$ cat config.mk
export PLATFORM = sky130hd
export DESIGN_NAME = ysyx_22050710_ifu_axil_flat
export DESIGN_NICKNAME = d
export VERILOG_FILES = /design/src/rtl/ysyx_22050710_ifu_axil_if.sv /design/src/rtl/ysyx_22050710_ifu_axil.sv /design/src/flat_wrapper.sv
export SDC_FILE = /design/constraint.sdc
export NUM_CORES = 1
export LEC_CHECK = 0
export CAP_MARGIN = 0
export CORE_ASPECT_RATIO = 0.9
export CORE_MARGIN = 5
export CORE_UTILIZATION = 35
export CTS_BUF_LIST = sky130_fd_sc_hd__clkbuf_4 sky130_fd_sc_hd__clkbuf_8 sky130_fd_sc_hd__clkbuf_16
export CTS_CLUSTER_SIZE = 12
export DETAILED_ROUTE_END_ITERATION = 6
export GPL_ROUTABILITY_DRIVEN = 1
export PLACE_DENSITY = 0.83
export SYNTH_ARGS = -nofsm -noshare
export SYNTH_HDL_FRONTEND = slang
export SYNTH_SLANG_ARGS = --single-unit
$ cat constraint.sdc
create_clock -name i_clk -period 1.7 [get_ports i_clk]
set_input_delay 0.34 -clock i_clk [delete_from_list [all_inputs] [get_ports i_clk]]
set_output_delay 0.34 -clock i_clk [all_outputs]
set_load 0.1 [all_outputs]
$ cat src/rtl/ysyx_22050710_ifu_axil_if.sv
// Bus bundle between the fetch stage and its surroundings: AXI4-Lite read channel,
// the IDU instruction handshake, and the commit/redirect inputs.
interface ysyx_22050710_ifu_axil_if #(
  parameter int DW = 64
);
  // Every channel is valid/ready: a transfer happens on the rising edge where both are
  // high; a raised valid and its payload stay put until that edge (a flush may drop it).
  logic [63:0]   o_araddr;
  logic          o_arvalid;
  logic          i_arready;
  logic [DW-1:0] i_rdata;
  logic [1:0]    i_rresp;
  logic          i_rvalid;
  logic          o_rready;
  logic          o_valid;
  logic          i_ready;
  logic [63:0]   o_pc;
  logic [31:0]   o_inst;
  logic          i_nextpc_valid;
  logic [63:0]   i_nextpc;
  logic          i_flush;
  logic [63:0]   i_flush_pc;
  logic          o_fault;

  modport master (
    output o_araddr, o_arvalid, o_rready, o_valid, o_pc, o_inst, o_fault,
    input  i_arready, i_rdata, i_rresp, i_rvalid, i_ready,
           i_nextpc_valid, i_nextpc, i_flush, i_flush_pc
  );

  modport slave (
    input  o_araddr, o_arvalid, o_rready, o_valid, o_pc, o_inst, o_fault,
    output i_arready, i_rdata, i_rresp, i_rvalid, i_ready,
           i_nextpc_valid, i_nextpc, i_flush, i_flush_pc
  );
endinterface

$ cat src/rtl/ysyx_22050710_ifu_axil.sv
// Multi-cycle NPC instruction fetch: one AXI4-Lite read at a time, {pc, inst} to the IDU,
// then wait for the committed next PC. Define YSYX_22050710_IFU_FAULT_EN for access faults.
module ysyx_22050710_ifu_axil #(
  parameter logic [63:0] RESET_PC = 64'h0000_0000_8000_0000,
  parameter int          DW       = 64
) (
  input  logic                            i_clk,
  input  logic                            i_rst,
  ysyx_22050710_ifu_axil_if.master        bus,
  output logic [2:0]                      o_dbg_state
);

`ifdef YSYX_22050710_IFU_FAULT_EN
  localparam bit FaultEn = 1'b1;
`else
  localparam bit FaultEn = 1'b0;
`endif

  typedef enum logic [2:0] {
    S_AR    = 3'd0,
    S_R     = 3'd1,
    S_OUT   = 3'd2,
    S_NEXT  = 3'd3,
    S_DRAIN = 3'd4
  } state_e;

  state_e      state_q, state_d;
  logic [63:0] pc_q, pc_d;
  logic [31:0] inst_q, inst_d;
  logic        fault_q, fault_d;
  logic        arvalid_q, rready_q, valid_q;

  logic ar_hs, r_hs, out_hs;
  assign ar_hs  = arvalid_q & bus.i_arready;
  assign r_hs   = rready_q & bus.i_rvalid;
  assign out_hs = valid_q & bus.i_ready;

  always_comb begin
    state_d = state_q;
    pc_d    = pc_q;
    inst_d  = inst_q;
    fault_d = fault_q;
    unique case (state_q)
      S_AR: begin
        if (bus.i_flush) begin
          pc_d = bus.i_flush_pc;
          // An address already accepted must still have its response consumed.
          if (ar_hs) state_d = S_DRAIN;
        end else if (ar_hs) begin
          state_d = S_R;
        end else if (FaultEn && (pc_q[1:0] != 2'b00)) begin
          state_d = S_OUT;
          inst_d  = 32'h0;
          fault_d = 1'b1;
        end
      end
      S_R: begin
        if (bus.i_flush) begin
          pc_d    = bus.i_flush_pc;
          state_d = r_hs ? S_AR : S_DRAIN;
        end else if (r_hs) begin
          state_d = S_OUT;
          if (FaultEn && (bus.i_rresp != 2'b00)) begin
            inst_d  = 32'h0;
            fault_d = 1'b1;
          end else begin
            inst_d  = pc_q[2] ? bus.i_rdata[DW-1 -: 32] : bus.i_rdata[31:0];
            fault_d = 1'b0;
          end
        end
      end
      S_OUT: begin
        if (bus.i_flush) begin
          pc_d    = bus.i_flush_pc;
          state_d = S_AR;
          fault_d = 1'b0;
        end else if (out_hs) begin
          state_d = S_NEXT;
          fault_d = 1'b0;
        end
      end
      S_NEXT: begin
        if (bus.i_flush) begin
          pc_d    = bus.i_flush_pc;
          state_d = S_AR;
        end else if (bus.i_nextpc_valid) begin
          pc_d    = bus.i_nextpc;
          state_d = S_AR;
        end
      end
      S_DRAIN: begin
        if (bus.i_flush) pc_d = bus.i_flush_pc;
        if (r_hs) state_d = S_AR;
      end
      default: state_d = S_AR;
    endcase
  end

  // Handshake outputs are registered from the next state so they drop on reset at once.
  always_ff @(posedge i_clk or negedge i_rst) begin
    if (!i_rst) begin
      state_q   <= S_AR;
      pc_q      <= RESET_PC;
      inst_q    <= 32'h0;
      fault_q   <= 1'b0;
      arvalid_q <= 1'b0;
      rready_q  <= 1'b0;
      valid_q   <= 1'b0;
    end else begin
      state_q   <= state_d;
      pc_q      <= pc_d;
      inst_q    <= inst_d;
      fault_q   <= fault_d;
      arvalid_q <= (state_d == S_AR) && !(FaultEn && (pc_d[1:0] != 2'b00));
      rready_q  <= (state_d == S_R) || (state_d == S_DRAIN);
      valid_q   <= (state_d == S_OUT);
    end
  end

  assign bus.o_araddr  = {pc_q[63:3], 3'b000};
  assign bus.o_arvalid = arvalid_q;
  assign bus.o_rready  = rready_q;
  assign bus.o_valid   = valid_q;
  assign bus.o_pc      = pc_q;
  assign bus.o_inst    = inst_q;
  assign bus.o_fault   = FaultEn ? fault_q : 1'b0;
  assign o_dbg_state   = state_q;

endmodule
$ cat src/flat_wrapper.sv
// flat-port wrapper written by rule: the top's interface ports become plain ports
module ysyx_22050710_ifu_axil_flat 
#(
  parameter logic [63:0] RESET_PC = 64'h0000_0000_8000_0000,
  parameter int          DW       = 64
)
  (i_clk, i_rst, o_dbg_state, bus_o_araddr, bus_o_arvalid, bus_o_rready, bus_o_valid, bus_o_pc, bus_o_inst, bus_o_fault, bus_i_arready, bus_i_rdata, bus_i_rresp, bus_i_rvalid, bus_i_ready, bus_i_nextpc_valid, bus_i_nextpc, bus_i_flush, bus_i_flush_pc);
  ysyx_22050710_ifu_axil_if #(.DW(DW)) bus_i ();
  input  logic i_clk;
  input  logic i_rst;
  output logic [2:0] o_dbg_state;
  output wire logic [$bits(bus_i.o_araddr)-1:0] bus_o_araddr;
  output wire logic [$bits(bus_i.o_arvalid)-1:0] bus_o_arvalid;
  output wire logic [$bits(bus_i.o_rready)-1:0] bus_o_rready;
  output wire logic [$bits(bus_i.o_valid)-1:0] bus_o_valid;
  output wire logic [$bits(bus_i.o_pc)-1:0] bus_o_pc;
  output wire logic [$bits(bus_i.o_inst)-1:0] bus_o_inst;
  output wire logic [$bits(bus_i.o_fault)-1:0] bus_o_fault;
  input wire logic [$bits(bus_i.i_arready)-1:0] bus_i_arready;
  input wire logic [$bits(bus_i.i_rdata)-1:0] bus_i_rdata;
  input wire logic [$bits(bus_i.i_rresp)-1:0] bus_i_rresp;
  input wire logic [$bits(bus_i.i_rvalid)-1:0] bus_i_rvalid;
  input wire logic [$bits(bus_i.i_ready)-1:0] bus_i_ready;
  input wire logic [$bits(bus_i.i_nextpc_valid)-1:0] bus_i_nextpc_valid;
  input wire logic [$bits(bus_i.i_nextpc)-1:0] bus_i_nextpc;
  input wire logic [$bits(bus_i.i_flush)-1:0] bus_i_flush;
  input wire logic [$bits(bus_i.i_flush_pc)-1:0] bus_i_flush_pc;
  assign bus_o_araddr = bus_i.o_araddr;
  assign bus_o_arvalid = bus_i.o_arvalid;
  assign bus_o_rready = bus_i.o_rready;
  assign bus_o_valid = bus_i.o_valid;
  assign bus_o_pc = bus_i.o_pc;
  assign bus_o_inst = bus_i.o_inst;
  assign bus_o_fault = bus_i.o_fault;
  assign bus_i.i_arready = bus_i_arready;
  assign bus_i.i_rdata = bus_i_rdata;
  assign bus_i.i_rresp = bus_i_rresp;
  assign bus_i.i_rvalid = bus_i_rvalid;
  assign bus_i.i_ready = bus_i_ready;
  assign bus_i.i_nextpc_valid = bus_i_nextpc_valid;
  assign bus_i.i_nextpc = bus_i_nextpc;
  assign bus_i.i_flush = bus_i_flush;
  assign bus_i.i_flush_pc = bus_i_flush_pc;
  ysyx_22050710_ifu_axil #(.RESET_PC(RESET_PC), .DW(DW)) u_core (.i_clk(i_clk), .i_rst(i_rst), .bus(bus_i), .o_dbg_state(o_dbg_state));
endmodule
---- Yosys cells after proc, flatten, opt, wreduce, memory -nomap -nowiden ----
Cells that the tools add are included.
storage, ports and cells
  word-level logic and storage cells ...... 43
  output and inout port bits .............. 167
  bits in registers ....................... 102
  input port bits ......................... 201
operators by class
  mux-type cells .......................... 17
  bitwise operators ....................... 4
  equality and inequality tests ........... 9
  reduce and logical (&&, ||, !) cells .... 7
operators by type and width
  kind                  number
  $mux W64              3
  $pmux W64 S2          1
  $mux W3               11
  $mux W32              1
  $pmux W3 S5           1
  $eq A3 B2 Y1 const B  3
  $eq A3 B1 Y1 const B  2
  $eq A3 B3 Y1 const B  2
  $logic_not A3 Y1      2
  $reduce_and A3 Y1     2
  $reduce_or A4 Y1      1
  $and A1 B1 Y1         3
  $ne A3 B3 Y1 const B  1
  $ne A2 B1 Y1 const B  1
  $reduce_bool A2 Y1    1
  $logic_or A1 B1 Y1    1
  $not A1 Y1            1

---- Depth between registers and ports, before layout ----
Gate-level depths: netlist of run 1.
  depth in word-level cells ............... 6
  gate-level depth with buffers ........... 6
  depth with buffers taken out ............ 4

---- Worst setup path before layout of run 1 ----
No wires, ideal clock.
  kind .................................... flip-flop to flip-flop
  start point ............................. reg u_core.state_q[2] (netlist: u_core.o_dbg_state[2])
  end point ............................... reg u_core.inst_q[11] (netlist: u_core.bus.o_inst[11])
  stages on the path, launching flop included .. 6
  setup time .............................. 0.126 ns
  period minus slack after synthesis ...... 2.281 ns
  data arrival time ....................... 2.155 ns
  path buffers ............................ 2
  data required time ...................... 1.574 ns
  setup slack ............................. -0.581 ns
  cell sequence ........................... dfrtp_1 -> buf_2 -> nor2_1 -> nand4b_1 -> clkbuf_1 -> mux2_2
on the way
  word-level cells in the longest chain between the ends .. 2
RTL lines
  element                      RTL line                       text
  start, declared              ysyx_22050710_ifu_axil.sv:27   state_e state_q, state_d;
  start signal, assigned       ysyx_22050710_ifu_axil.sv:110  state_q <= state_d;
  $eq A3 B1 Y1                 ysyx_22050710_ifu_axil.sv:43   unique case (state_q)
  $reduce_and A3 Y1 (no line)  -
  end signal, assigned         ysyx_22050710_ifu_axil.sv:112  inst_q <= inst_d;
  end, declared                ysyx_22050710_ifu_axil.sv:29   logic [31:0] inst_q, inst_d;
No other way between the ends.
A chain may end at the register's enable or synchronous reset.

---- Worst setup path after layout of run 1 ----
  start point ............................. reg u_core.state_q[1] (netlist: u_core.o_dbg_state[1])
  end point ............................... reg u_core.pc_q[56] (netlist: u_core.bus.o_pc[56])
on the way
  word-level cells in the longest chain between the ends .. 4
  elaborated cells between the ends (all ways) .. 11
  classes of those cells .................. 6 x eq/ne; 1 x mux; 4 x reduce/logical
RTL lines
  element                                                              RTL line                       text
  $eq A3 B1 Y1, or another cell as far along                           ysyx_22050710_ifu_axil.sv:43
  $reduce_or A4 Y1 (no line)                                           -
  $ne A2 B1 Y1 (no line) / $reduce_bool A2 Y1 (equally long branches)  -
  $reduce_and A3 Y1 (no line)                                          -
  end signal, assigned                                                 ysyx_22050710_ifu_axil.sv:111  pc_q <= pc_d;
  end, declared                                                        ysyx_22050710_ifu_axil.sv:28   logic [63:0] pc_q, pc_d;
Parallel ways exist; a longest one is shown, timed or not.

==> metrics.md, run 1 <==
| Metric | Value |
|---|---|
| Worst setup endpoint | `u_core.bus.o_pc[56]` |
| Via Count | `~6000` |
| Cells after Synth | `approximately 580` |
| Routed Antenna Nets | `0` |
| Setup WS post-layout | `27.10 ps` |
| CP Data Required Time | `between 1500 and 2000 ps` |
| Critical Path AT | `between 1500 and 2000 ps` |
| Final worst path period share | `a little over nine tenths` |
| Grt ovf | `0` |
| # diodes | `0` |
| Pre-CTS setup slack | `-191.4 ps` |
| # fillers | `approximately 1200` |
| Largest net degree at the start of global routing | `70` |
| YS warnings | `0` |
| Max_cap viols | `0` |
| Slowest cell on crit path | `dfrtp_4` |
| TritonCTS clock tree | `yes` |
| Vias in the first global route | `6326` |
| Critical path endpoint category | `register` |
| Ys async rst share | `100.0%` |
| Max Clock Freq | `0.5978 GHz` |
| Placed Cells | `1089` |
| Max stage delay on crit path | `roughly 500 ps` |
| Skew final | `11.89 ps` |
| DP HPWL | `between 15000 and 20000 µm` |
| Critical Path Source Type | `register` |
| Bufs on Longest Clock Path | `2` |
| Post-route DRC | `0` |
| FF-to-FF setup slack | `between 20 and 30 ps` |
| Switching Fraction | `between 50% and 60%` |
| Clock-pin slew on the worst setup and hold paths | `roughly 70 ps` |
| Final Instance Area | `about 0.012 mm²` |
| Crit path depth | `4` |
| CTS H-tree depth | `3` |
| Comb pwr share | `roughly 74%` |
| Worst Setup SP | `u_core.o_dbg_state[1]` |
| Leading area contributor after synthesis | `dfrtp_1` |
| Net switching power figure | `between 0.015 and 0.02 W` |
| DR WL/cell | `between 20 and 25 µm` |
| Wire length of the first global-routing pass | `between 30000 and 40000 µm` |
| DRT iter0 DRCs | `between 300 and 400` |
| Kind of critical path | `reg2reg` |
| Yosys reg bits | `about 100` |
| Top-count cell post-synth | `dfrtp_1` |
| Kind of cell adding the most delay to the critical path | `flip-flops` |
| Synth cell count leaders | `dfrtp_1, a21boi_0, a32o_1, buf_4` |
| Static leakage | `4.888 nW` |
| Maximum vdd drop | `0.001520 V` |
| Hold Crit Class | `in2reg` |
| Crit-path max FO | `30` |
| Die area | `between 0.02 and 0.025 mm²` |
| Critical R2R Launch | `u_core.o_dbg_state[1]` |
| Cell count of the worst reg-to-reg path | `4` |
| Post-synth cell types | `35` |
| Die H | `about 140 µm` |
| Final setup viols | `0` |
| Min Hold Slack | `471.5 ps` |
| Share of power burned in registers | `18.4%` |
| Main synth FF type | `dfrtp_1` |
| Post-DP Area | `approximately 0.012 mm²` |
| Tmin final | `roughly 1700 ps` |
| Finished Layout Cells | `approximately 1100` |
| Gr usage total | `approximately 22%` |
| Syn Area/Cell | `roughly 11 µm²` |
| Router iterations before antenna repair | `5` |
| DR vias/cell | `5.406` |
| Initial antenna violation count | `1` |
| Routability congestion estimate | `0.8642` |
| Total CTS buffers | `9` |
| Crit-path cells | `or3b_4 -> buf_12 -> a32o_1 -> o22a_1` |
| Reg2Reg Capture Point | `u_core.bus.o_pc[56]` |
| Area Growth Syn to Fin | `86.61%` |
| Final hold vios | `0` |
| Critical path buffers and inverters | `1` |
| Status | `completed` |
| Clock latency on the worst-skew pair | `350 ps` |
| Sequential area share after synthesis | `~40%` |
| Core ar. | `0.01778 mm²` |
| Sink Count | `a little over 100` |
| # nets final | `about 1100` |
| Die W | `about 150 µm` |
| Int Pwr | `around 0.012 W` |
| Post-Route WL | `between 20000 and 25000 µm` |
| # port buffers | `about 360` |
| EDFF count, synth | `0` |
| Share of the synthesized area in the top cell type | `between 30% and 40%` |
| Initial core utilization | `between 30% and 40%` |
| Netlist Area Pre-Place | `around 0.0064 mm²` |
| Rows | `between 40 and 50` |
| Final Max Slew Viols | `0` |
| Largest cells by area after synthesis | `dfrtp_1, mux2_2, a32o_1, o22a_1, a21boi_0` |
| Share of cells above drive strength 1 | `33.53%` |
| Root Driver | `clkbuf_16` |
| Boundary Pins | `368` |
| Clock network power share | `under 10%` |
| Fin Setup TNS | `0 ps` |
| P per Cell Area | `~2300 mW/mm²` |
[registers in the layout (all words and copies together), names as in the netlist]
register,cells
u_core.bus.o_pc,64
u_core.bus.o_rready,1
u_core.bus.o_valid,1
u_core.bus.o_inst,32
u_core.o_dbg_state,3
u_core.bus.o_arvalid,1
[worst min-delay path by stage]
stage          depth (start not counted)         from                    end
2_1_floorplan                          0        i_rst   u_core.bus.o_arvalid
3_3_place_gp                           2        i_rst    u_core.bus.o_pc[29]
3_5_place_dp                           2        i_rst    u_core.bus.o_pc[29]
4_1_cts                                4  bus_i_flush  u_core.o_dbg_state[0]
5_1_grt                                4  bus_i_flush  u_core.o_dbg_state[0]
6_report                               4  bus_i_flush     u_core.bus.o_valid
[cells by family after synthesis]
group / count (synthesis) / share of synthesized area [%]
mux: 64 / 11.31
fa+ha+maj: 1 / 0.1767
flops: 102 / 40.08
simple gates: 80 / 7.914
buf+inv: 132 / 12.82
other cells: 1 / 0.05886
compound gates: 201 / 27.49
xor+xnor: 1 / 0.1375
[what timing repair did]
action                                 CTS  global route
endpoints found under the hold margin   15             0
buffers inserted                         0             2
resized for setup                        0             2
hold buffers                             1             0
setup endpoints to repair                0             4
[final cells by class]
type                            instances  area (µm²)  area share, %
Tap cell                              240       300.3          2.526
Multi-Input combinational cell        351        3024          25.44
Timing Repair Buffer                  397        5710          48.03
Sequential cell                       102        2569          21.61
Clock buffer                           10       239.0          2.010
Clock inverter                          5       35.03         0.2947
Inverter                                3       11.26        0.09472
[worst min-delay path, stage by stage]
cell	delay, ps
buf_2	130
buf_4	140
or4_1	130
a211oi_1	50
[cells in the final DEF (no fill, tap or decap), types with 3 or more instances in the layout]
master / synthesis / layout
clkdlybuf4s50_1: 0 / 196
buf_12: 0 / 176
dfrtp_1: 101 / 95
a32o_1: 65 / 65
nor2b_1: 64 / 64
o22a_1: 64 / 64
mux2_2: 64 / 64
a21boi_0: 65 / 63
buf_4: 65 / 21
clkbuf_16: 0 / 10
conb_1: 1 / 4
dfrtp_4: 0 / 3
dfrtp_2: 0 / 3
[power by group through the flow]
stage	clock network [W]	logic [W]	registers, W
6_report	0.00200	0.0199	0.00492
5_1_grt	0.00213	0.0203	0.00506
4_1_cts	0.00206	0.0199	0.00497
3_5_place_dp	0	0.0199	0.00499
3_3_place_gp	0	0.0197	0.00494
2_1_floorplan	0	0.00674	0.0106
[layer usage]
metal  track usage [%]  vias up  part of all wire (%)
met4             5.092        2                   1.4
met1             26.17     2973                    38
met3             6.490       26                   8.1
li1                  -     2677                     -
met5                 0        -                 0.049
met2             40.15      312                    53
[metrics by stage]
stage | utilization, % | total power (W)
global placement | 64.91 | 0.02462
global route | 66.85 | 0.02752
detailed placement | 64.91 | 0.02484
CTS | 66.51 | 0.02690
floorplan | - | 0.01738
finish | 66.85 | 0.02680
No activity file was read; power rests on OpenSTA's default activity.
==> inputs of run 2 (changes only) <==
--- a/config.mk
+++ b/config.mk
@@ -6,14 +6,13 @@
 export NUM_CORES = 1
 export LEC_CHECK = 0
 export CAP_MARGIN = 0
-export CORE_ASPECT_RATIO = 0.9
-export CORE_MARGIN = 5
-export CORE_UTILIZATION = 35
+export CORE_AREA = 5 5 138 140
 export CTS_BUF_LIST = sky130_fd_sc_hd__clkbuf_4 sky130_fd_sc_hd__clkbuf_8 sky130_fd_sc_hd__clkbuf_16
 export CTS_CLUSTER_SIZE = 12
 export DETAILED_ROUTE_END_ITERATION = 6
+export DIE_AREA = 0 0 143 145
 export GPL_ROUTABILITY_DRIVEN = 1
-export PLACE_DENSITY = 0.83
+export PLACE_DENSITY = 0.82
 export SYNTH_ARGS = -nofsm -noshare
 export SYNTH_HDL_FRONTEND = slang
 export SYNTH_SLANG_ARGS = --single-unit
==> constraint.sdc (replaced) <==
create_clock -name i_clk -period 1.82 [get_ports i_clk]
set_input_delay 0.364 -clock i_clk [delete_from_list [all_inputs] [get_ports i_clk]]
set_output_delay 0.364 -clock i_clk [all_outputs]
set_load 0.05 [all_outputs]
==> metrics.md, run 2 (synthesized netlist as in run 1, its figures left out) <==
| Metric | Value |
|---|---|
| Status | `completed (unchanged)` |
| Post-Route Utilization | `55.19% (was 66.85%)` |
| Rows | `49 (was 46)` |
| Kind of critical path | `reg2reg (unchanged)` |
| Most common cell after layout, fill and taps aside | `clkdlybuf4s50_1 (unchanged)` |
| Reg area | `0.002559 mm² (was 0.002569 mm²)` |
| # nets final | `1057 (was 1065)` |
| Fin Setup TNS | `0 ps (unchanged)` |
| Post-Route WL | `21790 µm (was 24630 µm)` |
| Pre-CTS setup slack | `-221.7 ps (was -191.4 ps)` |
| Critical Path Source Type | `register (unchanged)` |
| Tmin final | `1726 ps (was 1673 ps)` |
| Setup repair after global routing missed its margin | `no` |
| Final worst path period share | `94.81% (was 98.41%)` |
| Sink Count | `102 (unchanged)` |
| Most frequent cells in the layout | `clkdlybuf4s50_1, buf_4, dfrtp_1 (was clkdlybuf4s50_1, buf_12, dfrtp_1)` |
| Clock-pin slew on the worst setup and hold paths | `80 ps (was 70 ps)` |
| Max_cap viols | `0 (unchanged)` |
| Bufs on Longest Clock Path | `2 (unchanged)` |
| Critical path endpoint category | `register (unchanged)` |
| Vias in the first global route | `5810 (was 6326)` |
| TritonCTS clock tree | `yes (unchanged)` |
| Grt ovf | `0 (unchanged)` |
| Total CTS buffers | `9 (unchanged)` |
| CTS H-tree depth | `3 (unchanged)` |
| Boundary Pins | `368 (unchanged)` |
| Router iterations before antenna repair | `5 (unchanged)` |
| Initial core utilization | `35.96% (was 35.82%)` |
| Area Growth Syn to Fin | `53.48% (was 86.61%)` |
| Skew final | `7.965 ps (was 11.89 ps)` |
| Finished Layout Cells | `1090 (was 1108)` |
| Max FFs per register | `64 (unchanged)` |
| Crit-path max FO | `26 (was 30)` |
| Final setup viols | `0 (unchanged)` |
| Die area | `0.02074 mm² (was 0.02100 mm²)` |
| Maximum vdd drop | `0.0009976 V (was 0.001520 V)` |
| Placed Cells | `1073 (was 1089)` |
| Root Driver | `clkbuf_16 (unchanged)` |
| CP Data Required Time | `2050 ps (was 1930 ps)` |
| DRT iter0 DRCs | `278 (was 357)` |
| Wire length of the first global-routing pass | `32890 µm (was 36870 µm)` |
| Core ar. | `0.01772 mm² (was 0.01778 mm²)` |
| DR WL/cell | `19.99 µm (was 22.23 µm)` |
| Final Instance Area | `0.009778 mm² (was 0.01189 mm²)` |
| Clock latency on the worst-skew pair | `340 ps (was 350 ps)` |
| Critical Path AT | `1960 ps (was 1900 ps)` |
| Die W | `143 µm (was 152.2 µm)` |
| Share of cells above drive strength 1 | `32.75% (was 33.53%)` |
| Die H | `145 µm (was 138.0 µm)` |
| # diodes | `0 (unchanged)` |
| Via Count | `5845 (was 5990)` |
| # port buffers | `361 (unchanged)` |
| Final Max Slew Viols | `0 (unchanged)` |
| Setup WS post-layout | `94.48 ps (was 27.10 ps)` |
| DP HPWL | `16520 µm (was 18770 µm)` |
| Routed Antenna Nets | `0 (unchanged)` |
| Max Clock Freq | `0.5795 GHz (was 0.5978 GHz)` |
| Static leakage | `4.113 nW (was 4.888 nW)` |
| DR vias/cell | `5.362 (was 5.406)` |
| Largest net degree at the start of global routing | `53 (was 70)` |
| # fillers | `1579 (was 1215)` |
| Area occupied by multi-input gates | `0.003032 mm² (was 0.003024 mm²)` |
| P per Cell Area | `1628 mW/mm² (was 2254 mW/mm²)` |
| Routability congestion estimate | `0.7865 (was 0.8642)` |
| Post-DP Area | `0.009464 mm² (was 0.01154 mm²)` |
| Hold Crit Class | `reg2reg (was in2reg)` |
| Final hold vios | `0 (unchanged)` |
| Initial antenna violation count | `1 (unchanged)` |
| Gr usage total | `19.71% (was 22.14%)` |
| Post-route DRC | `0 (unchanged)` |
run 2: changes by cell type in the layout (fill, tap and decap cells not counted), sizes merged:
cell	delta
buf	-7
clkinv	-2
bufinv	+1
clkbuf	-1
clkinvlp	+1
inv	+1
run 2: area by class of cell:
cell class,count,area share [%]
Timing Repair Buffer,389,36.71
Multi-Input combinational cell,351,31.00
Sequential cell,102,26.17
Tap cell,229,2.930
Clock buffer,10,2.380
Clock inverter,6,0.6910
Inverter,3,0.1152
run 2: final timing paths:
check	startpoint	slack [ps]	depth (start not counted)	end
max	u_core.o_dbg_state[0]	90	4	u_core.bus.o_pc[5]
min	u_core.bus.o_inst[30]	510	1	u_core.bus.o_inst[30]
max reg2reg	u_core.o_dbg_state[0]	90	4	u_core.bus.o_pc[5]
min reg2reg	u_core.bus.o_inst[30]	510	1	u_core.bus.o_inst[30]
max in group asynchronous	i_rst	700	3	u_core.bus.o_rready
min in group asynchronous	i_rst	520	2	u_core.bus.o_pc[29]
run 2: repair_timing:
item / in CTS / in global routing
gates resized for setup: 0 / 1
setup endpoints to repair: 0 / 37
hold endpoints to repair: 22 / 0
hold buffers: 1 / 0
buffers inserted: 0 / 0
run 2: worst max-delay path, stage by stage (launching register included):
cell and delay (ps):
dfrtp_2 430, or3b_4 510, buf_12 200, a32o_1 280
o22a_1 160
run 2: report_power, final:
group          internal, W  switching [W]  total [W]
registers          0.00313       0.000724    0.00385
logic              0.00351        0.00656     0.0101
clock network      0.00109       0.000901    0.00199
total              0.00773        0.00818     0.0159
run 2: layer usage:
layer / global-route usage [%] / part of all wire, % / up-vias
li1: - / - / 2664
met1: 22.54 / 37 / 2864
met2: 35.31 / 51 / 285
met3: 5.561 / 9.7 / 30
met4: 5.989 / 2.0 / 2
met5: 0 / 0.060 / -
run 2: per-stage QoR:
step / power (W) / hold slack [ps]
after floorplan: 0.01119 / 68.41
after global placement: 0.01390 / 308.0
after detailed placement: 0.01402 / 309.9
after CTS: 0.01606 / 501.8
after global routing: 0.01659 / 517.4
final: 0.01591 / 510.6
==> inputs of run 3 (changes only) <==
==> constraint.sdc (replaced) <==
create_clock -name i_clk -period 1.8 [get_ports i_clk]
set_input_delay 0.36 -clock i_clk [delete_from_list [all_inputs] [get_ports i_clk]]
set_output_delay 0.36 -clock i_clk [all_outputs]
set_load 0.05 [all_outputs]
==> metrics.md, run 3 (synthesized netlist as in run 1, its figures left out) <==
| Metric | Value |
|---|---|
| Final worst path period share | `93.39% (was 94.81%)` |
| Setup bufs post-CTS | `0 (unchanged)` |
| # nets final | `1061 (was 1057)` |
| Routability congestion estimate | `0.8481 (was 0.7865)` |
| Sink Count | `102 (unchanged)` |
| # fillers | `1524 (was 1579)` |
| DR top layer | `met4 (was met5)` |
| Fin Setup TNS | `0 ps (unchanged)` |
| Min Hold Slack | `491.2 ps (was 510.6 ps)` |
| Kind of cell adding the most delay to the critical path | `flip-flops (was simple AND/OR/NAND/NOR gates)` |
| Area Growth Syn to Fin | `54.20% (was 53.48%)` |
| Post-DP Area | `0.009524 mm² (was 0.009464 mm²)` |
| P per Cell Area | `1646 mW/mm² (was 1628 mW/mm²)` |
| Critical R2R Launch | `u_core.o_dbg_state[2] (was u_core.o_dbg_state[0])` |
| Max stage delay on crit path | `480 ps (was 510 ps)` |
| FF-to-FF setup slack | `120 ps (was 90 ps)` |
| Total CTS buffers | `9 (unchanged)` |
| CP Data Required Time | `2030 ps (was 2050 ps)` |
| Critical Path AT | `1910 ps (was 1960 ps)` |
| Total power | `0.01617 W (was 0.01591 W)` |
| Pre-CTS setup slack | `-103.1 ps (was -221.7 ps)` |
| Post-Route WL | `22700 µm (was 21790 µm)` |
| Reg area | `0.002559 mm² (unchanged)` |
| Via Count | `5807 (was 5845)` |
| Kind of critical path | `reg2reg (unchanged)` |
| DR WL met2 | `11680 µm (was 11160 µm)` |
| Crit-path cells | `maj3_4 -> buf_12 -> a32o_1 -> o22a_1 (was or3b_4 -> buf_12 -> a32o_1 -> o22a_1)` |
| M1 wire length | `8543 µm (was 8046 µm)` |
| Initial core utilization | `35.96% (unchanged)` |
| Clock latency on the worst-skew pair | `350 ps (was 340 ps)` |
| Critical path endpoint category | `register (unchanged)` |
| Status | `completed (unchanged)` |
| Boundary Pins | `368 (unchanged)` |
| Largest net degree at the start of global routing | `56 (was 53)` |
| DR vias/cell | `5.308 (was 5.362)` |
| Final Max Slew Viols | `0 (unchanged)` |
| Hold Crit Class | `in2async (was reg2reg)` |
| Cell count of the worst reg-to-reg path | `4 (unchanged)` |
| Clock-pin slew on the worst setup and hold paths | `80 ps (about the same)` |
| Static leakage | `4.148 nW (was 4.113 nW)` |
| Rows | `49 (unchanged)` |
| Maximum vdd drop | `0.001129 V (was 0.0009976 V)` |
| Wire length of the first global-routing pass | `34410 µm (was 32890 µm)` |
| Max FFs per register | `64 (unchanged)` |
| Skew final | `12.93 ps (was 7.965 ps)` |
| Share of cells above drive strength 1 | `33.06% (was 32.75%)` |
| Crit-path max FO | `49 (was 26)` |
| # diodes | `0 (unchanged)` |
| Initial antenna violation count | `0 (was 1)` |
| Post-route DRC | `0 (unchanged)` |
| Vias in the first global route | `6012 (was 5810)` |
| Setup WS post-layout | `119.0 ps (was 94.48 ps)` |
| Root Driver | `clkbuf_16 (unchanged)` |
| Gr usage total | `20.88% (was 19.71%)` |
| Met3 Wirelength | `1940 µm (was 2119 µm)` |
| # port buffers | `361 (unchanged)` |
| Die W | `143 µm (unchanged)` |
| DRT iter0 DRCs | `266 (was 278)` |
| Die area | `0.02074 mm² (unchanged)` |
| Core ar. | `0.01772 mm² (unchanged)` |
| Most common cell after layout, fill and taps aside | `clkdlybuf4s50_1 (unchanged)` |
| Die H | `145 µm (unchanged)` |
| Reg2Reg Capture Point | `u_core.bus.o_pc[9] (was u_core.bus.o_pc[5])` |
| CTS H-tree depth | `3 (unchanged)` |
| Max_cap viols | `0 (unchanged)` |
| Setup repair after global routing missed its margin | `no (unchanged)` |
| Router iterations before antenna repair | `6 (was 5)` |
| Bufs on Longest Clock Path | `2 (unchanged)` |
| DP HPWL | `17140 µm (was 16520 µm)` |
| Final Instance Area | `0.009824 mm² (was 0.009778 mm²)` |
| Critical Path Source Type | `register (unchanged)` |
| TritonCTS clock tree | `yes (unchanged)` |
| Most frequent cells in the layout | `clkdlybuf4s50_1, buf_4, dfrtp_1 (unchanged)` |
| Final setup viols | `0 (unchanged)` |
| Final hold vios | `0 (unchanged)` |
| Tmin final | `1681 ps (was 1726 ps)` |
| Critical path buffers and inverters | `1 (unchanged)` |
| DR WL/cell | `20.75 µm (was 19.99 µm)` |
| Max Clock Freq | `0.5949 GHz (was 0.5795 GHz)` |
| Slowest cell on crit path | `dfrtp_2 (was or3b_4)` |
| Routed Antenna Nets | `0 (unchanged)` |
| Area occupied by multi-input gates | `0.003024 mm² (was 0.003032 mm²)` |
| Grt ovf | `0 (unchanged)` |
## run 3: cell types whose count changed in the layout (fill, tap and decap cells not counted), sizes merged
cell | before | now
buf | 192 | 196
inv | 5 | 7
clkinv | 1 | 2
clkinvlp | 2 | 0
bufinv | 1 | 0
## run 3: worst register-to-register path, cell delays in order (launching register included)
cell     delay (ps)
dfrtp_2         480
maj3_4          460
buf_12          210
a32o_1          270
o22a_1          150
## run 3: per-stage QoR
stage                     util, %  instances
final                       55.45       1094
after detailed placement    53.75       1077
after global placement      53.75       1077
after floorplan                 -        585
after CTS                   55.45       1094
after global routing        55.45       1094
## run 3: final cells by class
cell class / count / share of cell area (%)
Clock inverter: 6 / 0.5222
Inverter: 3 / 0.1146
Multi-Input combinational cell: 351 / 30.78
Clock buffer: 10 / 2.432
Sequential cell: 102 / 26.04
Tap cell: 229 / 2.916
Timing Repair Buffer: 393 / 37.19
## run 3: power by group
group	leakage, nW	switching (W)	internal, W
sequential	1.22	0.000726	0.00316
clock	0.146	0.000980	0.00100
combinational	2.79	0.00669	0.00361
total	4.15	0.00840	0.00777
## run 3: layer usage
| metal | vias up | track usage [%] |
|---|---|---|
| met1 | 2843 | 24.51 |
| met3 | 31 | 5.199 |
| met4 | 0 | 7.082 |
| met2 | 268 | 36.84 |
| met5 | - | 0 |
| li1 | 2665 | - |
## run 3: how the worst max path moves through the flow
stage               slack (ps)  cells after the start             startpoint               endpoint
global placement           -80                      5     bus_i_nextpc_valid    u_core.bus.o_pc[53]
finish                     120                      4  u_core.o_dbg_state[2]     u_core.bus.o_pc[9]
floorplan                  -30                      4     u_core.bus.o_pc[2]  u_core.bus.o_inst[11]
CTS                        120                      4  u_core.o_dbg_state[2]    u_core.bus.o_pc[50]
detailed placement        -100                      5     bus_i_nextpc_valid     u_core.bus.o_pc[7]
global route                60                      4  u_core.o_dbg_state[2]    u_core.bus.o_pc[50]
## run 3: timing repair
item,4_1_cts,5_1_grt
gates resized for setup,0,0
hold endpoints to repair,23,0
hold buffers,1,0
